**config.mk**
```make
export PLATFORM = sky130hd
export DESIGN_NAME = serial_adder_ctrl
export DESIGN_NICKNAME = d
export VERILOG_FILES = /design/src/rtl/serial_adder_pkg.sv /design/src/rtl/serial_full_adder_bit.sv /design/src/rtl/serial_adder_ctrl.sv
export SDC_FILE = /design/constraint.sdc
export NUM_CORES = 1
export LEC_CHECK = 0
export BUFFER_PORTS_ARGS = -buffer_cell sky130_fd_sc_hd__buf_2
export CAP_MARGIN = 10
export CORE_UTILIZATION = 50
export DETAILED_ROUTE_END_ITERATION = 10
export HOLD_SLACK_MARGIN = 0.15
export PLACE_DENSITY = 0.74
export RECOVER_POWER = 25
export SLEW_MARGIN = 20
export SYNTH_ARGS = -nofsm -noshare
export SYNTH_HDL_FRONTEND = slang
export SYNTH_SLANG_ARGS = --single-unit
```
**constraint.sdc**
```tcl
create_clock -name clk -period 1.57 [get_ports clk]
set_input_delay 0.157 -clock clk [delete_from_list [all_inputs] [get_ports clk]]
set_output_delay 0.157 -clock clk [all_outputs]
set_load 0.02 [all_outputs]
```
**src/rtl/serial_adder_pkg.sv**
```systemverilog
// =====================================================================
// serial_adder_pkg: shared state encoding and sizing for the serial adder
// Rev 1.0
// =====================================================================
`default_nettype none

package serial_adder_pkg;

  typedef enum logic [1:0] {
    IDLE = 2'd0,
    RUN  = 2'd1,
    DONE = 2'd2
  } state_t;

  localparam int DEFAULT_WIDTH = 8;
  localparam int CNT_W         = $clog2(DEFAULT_WIDTH);

  // Bit-counter width for an arbitrary operand width (always at least 1 bit).
  function automatic int cnt_width(input int width);
    return (width < 2) ? 1 : $clog2(width);
  endfunction

endpackage

`default_nettype wire

```
**src/rtl/serial_full_adder_bit.sv**
```systemverilog
// =====================================================================
// serial_full_adder_bit: combinational 1-bit full adder shared by all bit positions
// Rev 1.0
// =====================================================================
`default_nettype none

module serial_full_adder_bit (
  input  logic a,
  input  logic b,
  input  logic carryin,
  output logic sum,
  output logic carryout
);

  logic half;

  assign half     = a ^ b;
  assign sum      = half ^ carryin;
  assign carryout = (a & b) | (carryin & half);

endmodule

`default_nettype wire

```
**src/rtl/serial_adder_ctrl.sv**
```systemverilog
// =====================================================================
// serial_adder_ctrl: bit-serial WIDTH-bit adder, one bit per clock, LSB first.
// Optional signed overflow flag: define SERIAL_ADDER_OVERFLOW_EN.   Rev 1.0
// =====================================================================
`default_nettype none

module serial_adder_ctrl
  import serial_adder_pkg::*;
#(
  parameter int WIDTH = DEFAULT_WIDTH
) (
  input  logic             clk,
  input  logic             reset,
  input  logic             start,
  input  logic [WIDTH-1:0] a,
  input  logic [WIDTH-1:0] b,
  input  logic             carryin,
  output logic             busy,
  output logic             done,
  output logic [WIDTH-1:0] sum,
  output logic             carryout,
  output logic             overflow
);

  localparam int            CW   = cnt_width(WIDTH);
  localparam logic [CW-1:0] LAST = CW'(WIDTH - 1);

  state_t           state;
  state_t           state_next;
  logic             accept;
  logic             step;
  logic             last_bit;

  logic [WIDTH-1:0] op_a;
  logic [WIDTH-1:0] op_b;
  logic             carry;
  logic [CW-1:0]    count;
  logic [WIDTH-1:0] result;

  logic             fa_sum;
  logic             fa_cout;
  logic [WIDTH-1:0] result_next;

  serial_full_adder_bit u_fa (
    .a        (op_a[0]),
    .b        (op_b[0]),
    .carryin  (carry),
    .sum      (fa_sum),
    .carryout (fa_cout)
  );

  // Result fills from the top so that after WIDTH shifts bit 0 sits at the LSB.
  assign result_next = {fa_sum, result[WIDTH-1:1]};

  always_ff @(posedge clk) begin
    if (reset) begin
      state <= IDLE;
    end else begin
      state <= state_next;
    end
  end

  always_comb begin
    state_next = state;
    busy       = 1'b0;
    done       = 1'b0;
    accept     = 1'b0;
    step       = 1'b0;
    last_bit   = 1'b0;
    case (state)
      IDLE: begin
        if (start) begin
          accept     = 1'b1;
          state_next = RUN;
        end
      end
      RUN: begin
        busy = 1'b1;
        step = 1'b1;
        if (count == LAST) begin
          last_bit   = 1'b1;
          state_next = DONE;
        end
      end
      DONE: begin
        done = 1'b1;
        if (start) begin
          accept     = 1'b1;
          state_next = RUN;
        end else begin
          state_next = IDLE;
        end
      end
      default: begin
        state_next = IDLE;
      end
    endcase
  end

  always_ff @(posedge clk) begin
    if (reset) begin
      op_a     <= '0;
      op_b     <= '0;
      carry    <= 1'b0;
      count    <= '0;
      result   <= '0;
      sum      <= '0;
      carryout <= 1'b0;
    end else if (accept) begin
      op_a   <= a;
      op_b   <= b;
      carry  <= carryin;
      count  <= '0;
      result <= '0;
    end else if (step) begin
      op_a   <= op_a >> 1;
      op_b   <= op_b >> 1;
      carry  <= fa_cout;
      count  <= count + 1'b1;
      result <= result_next;
      if (last_bit) begin
        sum      <= result_next;
        carryout <= fa_cout;
      end
    end
  end

`ifdef SERIAL_ADDER_OVERFLOW_EN
  logic overflow_q;

  // On the last bit, carry holds the carry into the MSB and fa_cout the carry out of it.
  always_ff @(posedge clk) begin
    if (reset) begin
      overflow_q <= 1'b0;
    end else if (last_bit) begin
      overflow_q <= carry ^ fa_cout;
    end
  end

  assign overflow = overflow_q;
`else
  assign overflow = 1'b0;
`endif

endmodule

`default_nettype wire

```
# ---- Word level (Yosys, flattened, before mapping)
# Index checks and enable logic that the tools add are counted.
dict set report totals {
  reg_bits 39
  in_bits 20
}
dict set report op_classes {
  n_addsub 1
  n_eq_ne 5
  muxes 16
  n_bitwise 6
  reduce_logical 6
}
# op n
set ops {}
lappend ops {{$mux 8} 4}
lappend ops {{$mux 1} 9}
lappend ops {{$pmux 2 s3} 1}
lappend ops {{$mux 2} 2}
lappend ops {{$ne 2x2->1 const B} 2}
lappend ops {{$reduce_or 2->1} 2}
lappend ops {{$add 3x1->3 const B} 1}
lappend ops {{$eq 3x3->1 const B} 1}
lappend ops {{$reduce_and 3->1} 1}
lappend ops {{$and 1x1->1} 2}
lappend ops {{$eq 2x1->1 const B} 1}
lappend ops {{$eq 2x2->1 const B} 1}
lappend ops {{$logic_not 2->1} 1}
lappend ops {{$reduce_and 2->1} 1}
lappend ops {{$reduce_bool 2->1} 1}
lappend ops {{$xor 1x1->1} 2}
lappend ops {{$not 1->1} 1}
lappend ops {{$or 1x1->1} 1}

# ---- Longest topological paths before layout
# Gate-level depths: netlist of the first run.
dict set report depth {
  depth_word 5
  ltp_mapped 6
}

# ---- Modules after synthesis
# A second synthesis of the first run with hierarchy kept.
dict set report hier_totals {
  cells_unflattened 179
  hier_area_um2 1576.5
}
# module instances cells_per_inst area_per_inst_um2 seq_area_each_um2
set by_module_without_submodules {}
lappend by_module_without_submodules {serial_adder_ctrl 1 178 1556.5 760.7}
lappend by_module_without_submodules {serial_full_adder_bit 1 1 20.0 0.0}

# ---- Least setup slack after synthesis of the first run
# OpenSTA, ideal clock, no wires.
dict set report synth_timing {
  kind {flip-flop to flip-flop}
  start {reg count[0]}
  end {reg carryout}
  setup_ns 0.071
  arrival_time_ns 1.092
  required_time_ns 1.499
  path_slack_ns 0.407
  path_stages_with_launch 6
  n_path_buf 0
  synth_period_minus_slack_ns 1.163
  cell_sequence {dfxtp_1 -> ha_1 -> ha_1 -> nand3b_1 -> nand2_1 -> a21oi_1}
}
dict set report synth_via {
  elab_chain_cells 4
}
# element line_no
set synth_lines {}
lappend synth_lines {{start: declaration} serial_adder_ctrl.sv:37} ;# logic [CW-1:0] count;
lappend synth_lines {{start signal: assignment} serial_adder_ctrl.sv:119} ;# count <= count + 1'b1;
lappend synth_lines {{$eq 3x3->1} serial_adder_ctrl.sv:80} ;# if (count == LAST) begin
lappend synth_lines {{$mux 1} serial_adder_ctrl.sv:80}
lappend synth_lines {{$mux 1} serial_adder_ctrl.sv:70} ;# case (state)
lappend synth_lines {{$reduce_and 3->1 (no source line)} n/a}
lappend synth_lines {{end signal: assignment} serial_adder_ctrl.sv:123} ;# carryout <= fa_cout;
lappend synth_lines {{end: declaration} serial_adder_ctrl.sv:21} ;# output logic carryout,
# Every way passes these cells.
# A chain may end at the register's enable or synchronous reset.

# ---- Final worst setup path of the first run
dict set report layout_timing {
  start {reg state[1]}
  end {out busy}
}
dict set report layout_via {
  elab_chain_cells 2
}
# element line_no
set layout_lines {}
lappend layout_lines {{start: declaration} serial_adder_ctrl.sv:28} ;# state_t state;
lappend layout_lines {{start signal: assignment} serial_adder_ctrl.sv:59} ;# state <= state_next;
lappend layout_lines {{$eq 2x1->1} serial_adder_ctrl.sv:70}
lappend layout_lines {{$mux 1} serial_adder_ctrl.sv:70}
lappend layout_lines {{end: declaration} serial_adder_ctrl.sv:18} ;# output logic busy,
# Every way passes these cells.

==> key figures, run 1 <==
Run status
  • Outcome: complete, but fails checks
  • Violated checks: design-rule violations

Die
  • Core ar.: approximately 2900 um2
  • Core Rows: 19
  • Die width: approximately 58 um
  • IO Pins: 32
  • Die Ht: slightly below 60 um
  • Initial Utilization: 0.548
  • Die area: 3360 um2

STA
  • Setup violators final: 0
  • Min cycle time layout: roughly 1.4 ns
  • RSZ-0062 raised after global routing: no
  • Max Slew Vio Count: 0
  • Period Utilization, post-route: 0.901
  • Post-route setup TNS: 0 ns
  • Clock skew: about 0.0032 ns
  • Actual slew at the worst max-slew pin: 0.559 ns
  • Final Hold Viols: 0
  • Worst slew margin: 0.628
  • Achievable Freq: slightly above 700 MHz

Cells and area
  • Share of layout cells above drive strength 1: 0.166
  • N_diodes: 0
  • Commonest non-fill, non-tap cells in the layout: nand2_1, dfxtp_1, buf_2
  • # nets final: between 200 and 250
  • Layout Area Growth over Synthesis: 20.1%
  • Number of fill cells: approximately 230
  • Commonest non-fill, non-tap cell in the layout: nand2_1
  • Cell area after layout: 1880 um2
  • Final core utilization: 0.658

Logic synthesis
  • Post-synth ARST share: 0
  • EDFF count, synth: 0
  • Post-synth cell types: 27
  • Post-Synthesis Cells: ~180
  • Syn Area/Cell: 8.74 um2
  • Top_reg_cell synth: dfxtp_1
  • Synth Register Bits: 38
  • Mapped cell area: 1560 um2
  • Synthesized Nets: between 200 and 250
  • Seq/Total Area, Yosys: 0.486
  • Warnings from Yosys: 0

Global routing
  • Pin count of the biggest net entering global routing: 37
  • Vias in the first global route: 1281
  • Grt total ovfl: 0
  • First-pass GRT wire length: approximately 5600 um
  • Initial antenna violation count: 0
  • GRT Total Usage: 0.225

Hold path
  • Worst min path class: in2reg
  • Hold path startpoint: b[5]

Critical path
  • Crit. End Element: output pin
  • Critical path launch point: state[1]$_SDFFE_PP0P_
  • Critical Path RT: between 1 and 1.5 ns
  • Worst Path Max Fanout: 36
  • Cell family with most CP delay: buffers and inverters
  • RR Startpoint: count[0]$_SDFFE_PP0N_
  • Buf+Inv Stages, Crit Path: 2
  • Critical Path Start Type: flop
  • WP data arrival: approximately 1.3 ns
  • Worst path slowest cell: dfxtp_1
  • Critical path type: reg2out
  • Critical-path cell list: nand2b_2, clkinv_8, buf_2
  • Peak per-stage delay on the critical path: 0.33 ns

Flow run
  • Max cap viols: 0

Drt
  • Via density: about 5.6
  • DRT iter0 DRCs: 57
  • Antenna-violating nets left: 0
  • Pre-antenna DRT Iters: 7
  • DRC: 2
  • Avg WL per Cell: roughly 13 um
  • DRT Wirelength: around 3300 um
  • Vias: about 1400

CTS
  • Clock transition at the registers of the reported paths: 0.11 ns
  • Longest Clk Path Bufs: 2
  • CTS tree: done
  • CTS sink count: 38
  • Cell at the root of the clock tree: clkbuf_4
  • CTS Buf Count: 5
  • Htree depth: 2
  • Clk Latency, worst-skew pair: ~0.33 ns
  • Post-CTS setup buffers: 0

Placement
  • DP Wirelength: ~2100 um
  • Placed Area: around 1700 um2
  • Buffers on Ports: 30
  • RePlAce Congestion: roughly 0.71

Power
  • Peak supply drop: 596 uV
  • Power per cell area: 973 nW/um2
  • Leakage Power: between 0.7 and 0.8 nW
cells in the mapped netlist, types with 3 or more instances:
cell type,instances,share of area
buf_4,3,0.014
nand3_1,11,0.035
o22ai_1,8,0.032
nand2_1,40,0.096
buf_2,3,0.0096
a21oi_1,20,0.064
dfxtp_1,38,0.49
buf_6,5,0.036
nor3_1,17,0.054
nor2_1,9,0.022
a311oi_1,5,0.028
layout make-up:
| class | count | area [um2] | area share |
|---|---|---|---|
| flip-flops and latches | 38 | 761 | 0.405 |
| multi-input cells | 125 | 669 | 0.356 |
| repair buffers | 51 | 333 | 0.177 |
| clock buffers | 7 | 55.1 | 0.0293 |
| well taps | 31 | 38.8 | 0.0207 |
| inverters | 1 | 16.3 | 0.00866 |
| clock inverters | 1 | 5.00 | 0.00266 |
cells by family (layout without fill, tap and decap cells):
| logic type | after synthesis | in the layout | synth area share |
|---|---|---|---|
| AND/OR/NAND/NOR | 83 | 83 | 0.237 |
| flip-flops | 38 | 38 | 0.486 |
| AO/OA/AOI/OAI | 36 | 36 | 0.146 |
| buffers and inverters | 16 | 60 | 0.0872 |
| adder cells (fa/ha/maj) | 3 | 3 | 0.0288 |
| other | 1 | 1 | 0.00240 |
| XOR/XNOR | 1 | 1 | 0.00560 |
| multiplexers | 1 | 1 | 0.00640 |
through the flow:
stage	std cells	hold WS (ns)	setup slack [ns]	power, mW
floorplan	179	0.293	0.407	1.25
global placement	230	0.399	0.252	1.28
detailed placement	230	0.409	0.221	1.29
CTS	254	0.152	0.0169	1.83
global route	254	0.163	0.0568	1.93
finish	254	0.186	0.156	1.83
final timing paths:
| kind | to | slack, ns | cells after the start |
|---|---|---|---|
| max | busy | 0.16 | 3 |
| min | op_b[5]$_SDFFE_PP0P_ | 0.19 | 3 |
| max reg2reg | sum[1]$_SDFFE_PP0P_ | 0.18 | 5 |
| min reg2reg | sum[0]$_SDFFE_PP0P_ | 0.46 | 2 |
state kept, by name, summed over array words and instances (netlist names):
| signal | cells |
|---|---|
| state | 2 |
| result | 7 |
| sum | 8 |
| count | 3 |
| op_b | 8 |
| op_a | 8 |
| carry | 1 |
| carryout | 1 |
per-layer routing:
layer,routed length [um],global-route usage,vias up,part of all wire
met4,34,0.105,0,0.010
met2,1650,0.365,54,0.49
met1,1440,0.283,651,0.43
li1,-,-,701,-
met5,0,0,-,0
met3,220,0.0536,4,0.066
tightest hold or removal path: stages:
cell and delay, ns:
buf_2 0.09, o22ai_1 0.14, nor3_1 0.08
timing repair:
| action | 4_1_cts | 5_1_grt |
|---|---|---|
| gates resized for setup | 0 | 1 |
| endpoints found under the hold margin | 16 | 0 |
| setup endpoints to repair | 0 | 1 |
| hold buffers | 16 | 0 |
power by group:
group	leakage (nW)	switching, mW	total (mW)	internal (mW)
logic	0.360	0.143	0.259	0.117
clock network	0.0353	0.309	0.526	0.217
registers	0.310	0.0309	1.04	1.01
Note: power is estimated with default switching activity, not from simulation.
==> inputs of run 2 (changes only) <==
--- a/config.mk
+++ b/config.mk
@@ -7,9 +7,10 @@
 export LEC_CHECK = 0
 export BUFFER_PORTS_ARGS = -buffer_cell sky130_fd_sc_hd__buf_2
 export CAP_MARGIN = 10
-export CORE_UTILIZATION = 50
+export CORE_UTILIZATION = 48
 export DETAILED_ROUTE_END_ITERATION = 10
 export HOLD_SLACK_MARGIN = 0.15
+export MAX_ROUTING_LAYER = met4
 export PLACE_DENSITY = 0.74
 export RECOVER_POWER = 25
 export SLEW_MARGIN = 20
==> constraint.sdc (replaced) <==
create_clock -name clk -period 1.2 [get_ports clk]
set_input_delay 0.12 -clock clk [delete_from_list [all_inputs] [get_ports clk]]
set_output_delay 0.12 -clock clk [all_outputs]
set_load 0.02 [all_outputs]
==> run 2 against run 1 <==
- the flow finishes with violations (negative setup slack)
- largest power group unchanged
- sequential power rose by 32%
- global-route usage rose by 5.4 points
- sequential share of layout area fell by 8.9 points
- non-clock buffer count rose by 26
- critical path depth rose by 3
- setup slack got worse by 0.28 ns
- count of clock-buffer cells in the layout fell by 1
- sequential cell count did not move
- cell count rose by 16%
==> key figures, run 2 (synthesis results as in run 1) <==
Cells and area
  • Layout Area Growth over Synthesis: 55.6%
  • Share of layout cells above drive strength 1: 0.434 (+0.268)
  • Commonest non-fill, non-tap cells in the layout: dfxtp_1, nand2_1, buf_2
  • N_diodes: 0 (unchanged)
  • Largest registers: op_a (8), op_b (8), sum (8)
  • Finished Layout Cells: 295 (+16%)
  • # nets final: 273 (+11%)
  • Commonest non-fill, non-tap cell in the layout: dfxtp_1

Die
  • Die Ht: 59.1 um (+2.0%)
  • Die width: 59.1 um (+2.0%)
  • Core ar.: 3080 um2 (+7.9%)
  • Core Rows: 20 (+1)
  • Die area: 3490 um2 (+4.0%)
  • Initial Utilization: 0.508 (-0.0401)
  • IO Pins: 32 (unchanged)

CTS
  • CTS Buf Count: 5 (unchanged)
  • CTS tree: done
  • Clock transition at the registers of the reported paths: 0.11 ns (about the same)
  • Htree depth: 2 (unchanged)
  • CTS sink count: 38 (unchanged)
  • Cell at the root of the clock tree: clkbuf_4
  • Clk Latency, worst-skew pair: 0.35 ns (+0.02 ns)
  • Longest Clk Path Bufs: 2 (unchanged)

Power
  • Power per cell area: 1080 nW/um2 (+11%)
  • Peak supply drop: 804 uV (+35%)
  • Leakage Power: 0.929 nW (+32%)
  • Tot Pwr: 2.63 mW (+44%)

Hold path
  • Worst min path class: reg2reg

Drt
  • DRT iter0 DRCs: 42 (-26%)
  • Antenna-violating nets left: 0 (unchanged)
  • DRC: 0 (-2)
  • DRT Wirelength: 4390 um (+32%)
  • Via density: 5.26 (-5.3%)
  • Avg WL per Cell: 14.9 um (+13%)
  • Pre-antenna DRT Iters: 4 (-3)
  • Vias: 1551 (+10%)

Global routing
  • Initial antenna violation count: 0 (unchanged)
  • First-pass GRT wire length: 6870 um (+22%)
  • GRT Total Usage: 0.279 (+0.0538)
  • Vias in the first global route: 1499 (+17%)
  • Grt total ovfl: 0 (unchanged)
  • Pin count of the biggest net entering global routing: 18 (-51%)

Critical path
  • Critical Path RT: 1.47 ns (+0.06 ns)
  • Worst Path Max Fanout: 8 (-78%)
  • R2R setup slack: -0.12 ns (-0.30 ns)
  • Crit. End Element: flop
  • Critical Path Start Type: flop
  • WP data arrival: 1.59 ns (+0.33 ns)
  • Critical path type: reg2reg

STA
  • Min cycle time layout: roughly 1.3 ns
  • Period Utilization, post-route: 1.10
  • Setup violators final: 19 (+19)
  • Setup ws final: -0.124 ns (-0.280 ns)
  • Final Hold Viols: 0 (unchanged)
  • Achievable Freq: about 760 MHz
  • Clock skew: 0.00660 ns (+0.00343 ns)
  • RSZ-0062 raised after global routing: yes
  • Max Slew Vio Count: 0 (unchanged)

Run status
  • Violated checks: negative setup slack
  • Outcome: complete, but fails checks

Placement
  • DP Wirelength: 2160 um (+0.47%)
  • Cells after DPL: 250 (+8.7%)
  • Buffers on Ports: 30 (unchanged)
  • RePlAce Congestion: 0.736 (+3.1%)

Flow run
  • Max cap viols: 0 (unchanged)
## run 2: changes by cell type in the layout (fill, tap and decap cells not counted), moves of 4 or more
cell,delta
nand2_1,-8
buf_4,+12
a21oi_2,+13
nor3_1,-6
nand2_2,+5
clkbuf_1,-8
dfxtp_1,-5
a21oi_1,-13
dfxtp_2,+4
nor3_2,+5
buf_6,+9
buf_2,+5
## run 2: worst max-delay path, stage by stage (launching register included)
cell and delay [ns]:
dfxtp_2 0.35, nand2b_4 0.13, buf_12 0.13, buf_4 0.17, clkinv_4 0.10, buf_4 0.14, nor3_1 0.20
## run 2: cell type report
type | instances | area (um2)
Fill cell | 198 | 644
Timing Repair Buffer | 77 | 633
Sequential cell | 38 | 769
Multi-Input combinational cell | 125 | 857
Timing Repair inverter | 2 | 25.0
Tap cell | 44 | 55.1
Inverter | 1 | 30.0
Clock buffer | 6 | 51.3
Clock inverter | 2 | 12.5
## run 2: worst paths after layout
kind | from | to | cells past startpoint
worst max register to register | state[1]$_SDFFE_PP0P_ | op_b[7]$_SDFFE_PP0P_ | 6
worst min-delay path | sum[2]$_SDFFE_PP0P_ | sum[2]$_SDFFE_PP0P_ | 2
worst min register to register | sum[2]$_SDFFE_PP0P_ | sum[2]$_SDFFE_PP0P_ | 2
worst max-delay path | state[1]$_SDFFE_PP0P_ | op_b[7]$_SDFFE_PP0P_ | 6
## run 2: per-layer routing
layer / share of wire / track usage / wire length [um] / vias to the layer above
met2: 0.55 / 0.513 / 2400 / 46
met3: 0.044 / 0.0764 / 192 / 11
met5: 0 / - / 0 / -
met4: 0.022 / 0.102 / 95 / 0
li1: - / - / - / 752
met1: 0.39 / 0.279 / 1710 / 742
## run 2: stage by stage
step	setup TNS [ns]	util	hold WS [ns]	instance area, um2	setup WS, ns
floorplan	0	-	0.256	1560	0.0374
finish	-0.563	0.791	0.463	2430	-0.124
global placement	-0.000909	0.577	0.365	1780	-0.000909
global route	-2.13	0.791	0.485	2430	-0.175
CTS	-0.261	0.749	0.466	2300	-0.0437
detailed placement	-0.451	0.577	0.376	1780	-0.0750
## run 2: where the power goes
part / internal, mW / leakage (nW) / switching [mW]
Clock: 0.281 / 0.0343 / 0.429
Combinational: 0.285 / 0.582 / 0.266
Sequential: 1.32 / 0.313 / 0.0487
## run 2: repair_timing
action                                  CTS  global route
hold buffers                             19             0
resized for setup                        37            28
endpoints found under the setup margin   27            35
gates cloned                              3             2
pin swaps                                21            16
hold endpoints to repair                 28             0
setup buffers                            11             4
==> inputs of run 3 (changes only) <==
--- a/config.mk
+++ b/config.mk
@@ -8,9 +8,9 @@
 export BUFFER_PORTS_ARGS = -buffer_cell sky130_fd_sc_hd__buf_2
 export CAP_MARGIN = 10
 export CORE_UTILIZATION = 48
+export CTS_CLUSTER_DIAMETER = 30
 export DETAILED_ROUTE_END_ITERATION = 10
 export HOLD_SLACK_MARGIN = 0.15
-export MAX_ROUTING_LAYER = met4
 export PLACE_DENSITY = 0.74
 export RECOVER_POWER = 25
 export SLEW_MARGIN = 20
==> run 3 against run 2 <==
- the flow still finishes with violations (negative setup slack)
- count of clock-buffer cells in the layout unchanged
- first-iteration DRC count down 9.5%
- cell area unchanged
- critical path depth unchanged
- clock power about the same
- critical endpoint unchanged
- highest routed layer unchanged
==> key figures, run 3 (synthesis results as in run 1) <==
Global routing
  • GRT Total Usage: 0.271 (-0.00767)
  • Busiest grt layer: met2
  • Vias in the first global route: 1496 (-0.20%)
  • Met2 usage: 0.513 (unchanged)
  • Met1 Use GR: 0.281 (+0.00138)
  • Grt total ovfl: 0 (unchanged)
  • Pin count of the biggest net entering global routing: 18 (unchanged)
  • Grt met3 use: 0.0764 (unchanged)
  • First-pass GRT wire length: 6870 um (+0.10%)
  • Initial antenna violation count: 0 (unchanged)

Hold path
  • Worst min path class: reg2reg

Drt
  • Vias: 1568 (+1.1%)
  • Antenna-violating nets left: 0 (unchanged)
  • Pre-antenna DRT Iters: 4 (unchanged)
  • DRC: 0 (unchanged)
  • Via density: 5.32 (+1.1%)
  • DRT Wirelength: 4400 um (+0.14%)
  • DRT iter0 DRCs: 38 (-9.5%)
  • Avg WL per Cell: 14.9 um (+0.14%)

Placement
  • DP Wirelength: 2160 um (unchanged)
  • Buffers on Ports: 30 (unchanged)
  • Cells after DPL: 250 (unchanged)
  • Pre-CTS setup slack: -0.0750 ns (unchanged)
  • RePlAce Congestion: 0.728 (-1.2%)

Critical path
  • Setup crit end: op_b[7]$_SDFFE_PP0P_
  • Critical Path Start Type: flop
  • Critical Path RT: 1.46 ns (about the same)
  • WP data arrival: 1.63 ns (+0.04 ns)
  • RR Startpoint: state[1]$_SDFFE_PP0P_
  • R2r endpoint: op_b[7]$_SDFFE_PP0P_
  • Most common cell on crit path: buf_4
  • Critical path type: reg2reg
  • R2R setup slack: -0.17 ns (-0.04 ns)
  • Reg2Reg Depth: 6 (unchanged)
  • Peak per-stage delay on the critical path: 0.35 ns (about the same)
  • Critical path launch point: state[1]$_SDFFE_PP0P_
  • Crit. End Element: flop
  • Worst path slowest cell: dfxtp_2
  • Critical-path cell list: nand2b_4, buf_12, buf_4, clkinv_4, buf_4, nor3_1
  • Worst Path Max Fanout: 8 (unchanged)

CTS
  • Htree depth: 2 (unchanged)
  • Clk Latency, worst-skew pair: 0.36 ns (about the same)
  • Longest Clk Path Bufs: 2 (unchanged)
  • Cell at the root of the clock tree: clkbuf_4
  • Clock transition at the registers of the reported paths: 0.11 ns (about the same)
  • CTS tree: done
  • CTS sink count: 38 (unchanged)
  • CTS Buf Count: 5 (unchanged)

STA
  • Achievable Freq: 731 MHz (-3.2%)
  • Min cycle time layout: 1.37 ns (+0.0431 ns)
  • Post-route setup TNS: -0.572 ns (-0.00881 ns)
  • Hold Slack: 0.463 ns (+0.000255 ns)
  • Max Slew Vio Count: 0 (unchanged)
  • Clock skew: 0.00759 ns (+0.000986 ns)
  • Final Hold Viols: 0 (unchanged)
  • Setup ws final: -0.167 ns (-0.0431 ns)
  • Setup violators final: 16 (-3)
  • RSZ-0062 raised after global routing: yes
  • Period Utilization, post-route: 1.14 (+0.0359)

Cells and area
  • # nets final: 273 (unchanged)
  • N_diodes: 0 (unchanged)
  • Largest registers: op_a (8), op_b (8), sum (8)
  • Final core utilization: 0.791 (unchanged)
  • Number of fill cells: 198 (unchanged)
  • Commonest non-fill, non-tap cells in the layout: dfxtp_1, nand2_1, buf_2
  • Commonest non-fill, non-tap cell in the layout: dfxtp_1
  • Layout Area Growth over Synthesis: 55.6% (unchanged)
  • Finished Layout Cells: 295 (unchanged)
  • Share of layout cells above drive strength 1: 0.434 (unchanged)

Die
  • IO Pins: 32 (unchanged)
  • Die width: 59.1 um (unchanged)
  • Die Ht: 59.1 um (unchanged)
  • Initial Utilization: 0.508 (unchanged)
  • Core Rows: 20 (unchanged)
  • Core ar.: 3080 um2 (unchanged)
  • Die area: 3490 um2 (unchanged)

Run status
  • Violated checks: negative setup slack
  • Outcome: complete, but fails checks

Power
  • Power per cell area: 1080 nW/um2 (about the same)
  • Leakage Power: 0.929 nW (unchanged)
  • Peak supply drop: 809 uV (+0.62%)

Flow run
  • Max cap viols: 0 (unchanged)
## run 3: cell counts in the layout (fill, tap and decap cells not counted)
No cell type changed its count.
## run 3: worst min path at each step
stage	slack (ns)	end	start	cells after the start
after floorplan	0.26	op_a[7]$_SDFFE_PP0P_	a[7]	2
after global placement	0.37	op_a[7]$_SDFFE_PP0P_	a[7]	3
after detailed placement	0.38	op_a[7]$_SDFFE_PP0P_	a[7]	3
after CTS	0.47	sum[2]$_SDFFE_PP0P_	sum[2]$_SDFFE_PP0P_	2
after global routing	0.49	sum[2]$_SDFFE_PP0P_	sum[2]$_SDFFE_PP0P_	2
final	0.46	sum[2]$_SDFFE_PP0P_	sum[2]$_SDFFE_PP0P_	2
## run 3: area by class of cell
type	instances	area (um2)	share of cell area
Tap cell	44	55.1	0.0226
Multi-Input combinational cell	125	857	0.352
Timing Repair inverter	2	25.0	0.0103
Clock inverter	2	12.5	0.00514
Clock buffer	6	51.3	0.0211
Inverter	1	30.0	0.0123
Sequential cell	38	769	0.316
Timing Repair Buffer	77	633	0.260
## run 3: routing by layer
metal | part of all wire | vias to the layer above
met3 | 0.042 | 10
met4 | 0.022 | 0
li1 | - | 756
met1 | 0.39 | 755
met5 | 0 | -
met2 | 0.55 | 47
## run 3: per-stage QoR
| stage | total power, mW | area (um2) |
|---|---|---|
| global route | 2.76 | 2430 |
| global placement | 1.71 | 1780 |
| floorplan | 1.64 | 1560 |
| CTS | 2.54 | 2300 |
| finish | 2.64 | 2430 |
| detailed placement | 1.72 | 1780 |
## run 3: timing repair
| action | CTS | global route |
|---|---|---|
| buffers inserted | 11 | 4 |
| hold endpoints to repair | 28 | 0 |
| cloned | 3 | 2 |
| hold buffers | 19 | 0 |
| resized for setup | 37 | 28 |
| pin swaps | 21 | 16 |
| endpoints found under the setup margin | 27 | 35 |
## run 3: worst max-delay path, delay by kind of cell, from the launching register on
kind | cells | cell delay [ns]
AND/OR/NAND/NOR | 2 | 0.36
flip-flops | 1 | 0.35
buffers and inverters | 4 | 0.55
## run 3: power breakdown
group / internal (mW) / switching, mW / total [mW]
Combinational: 0.285 / 0.265 / 0.551
Clock: 0.281 / 0.431 / 0.713
Sequential: 1.32 / 0.0488 / 1.37
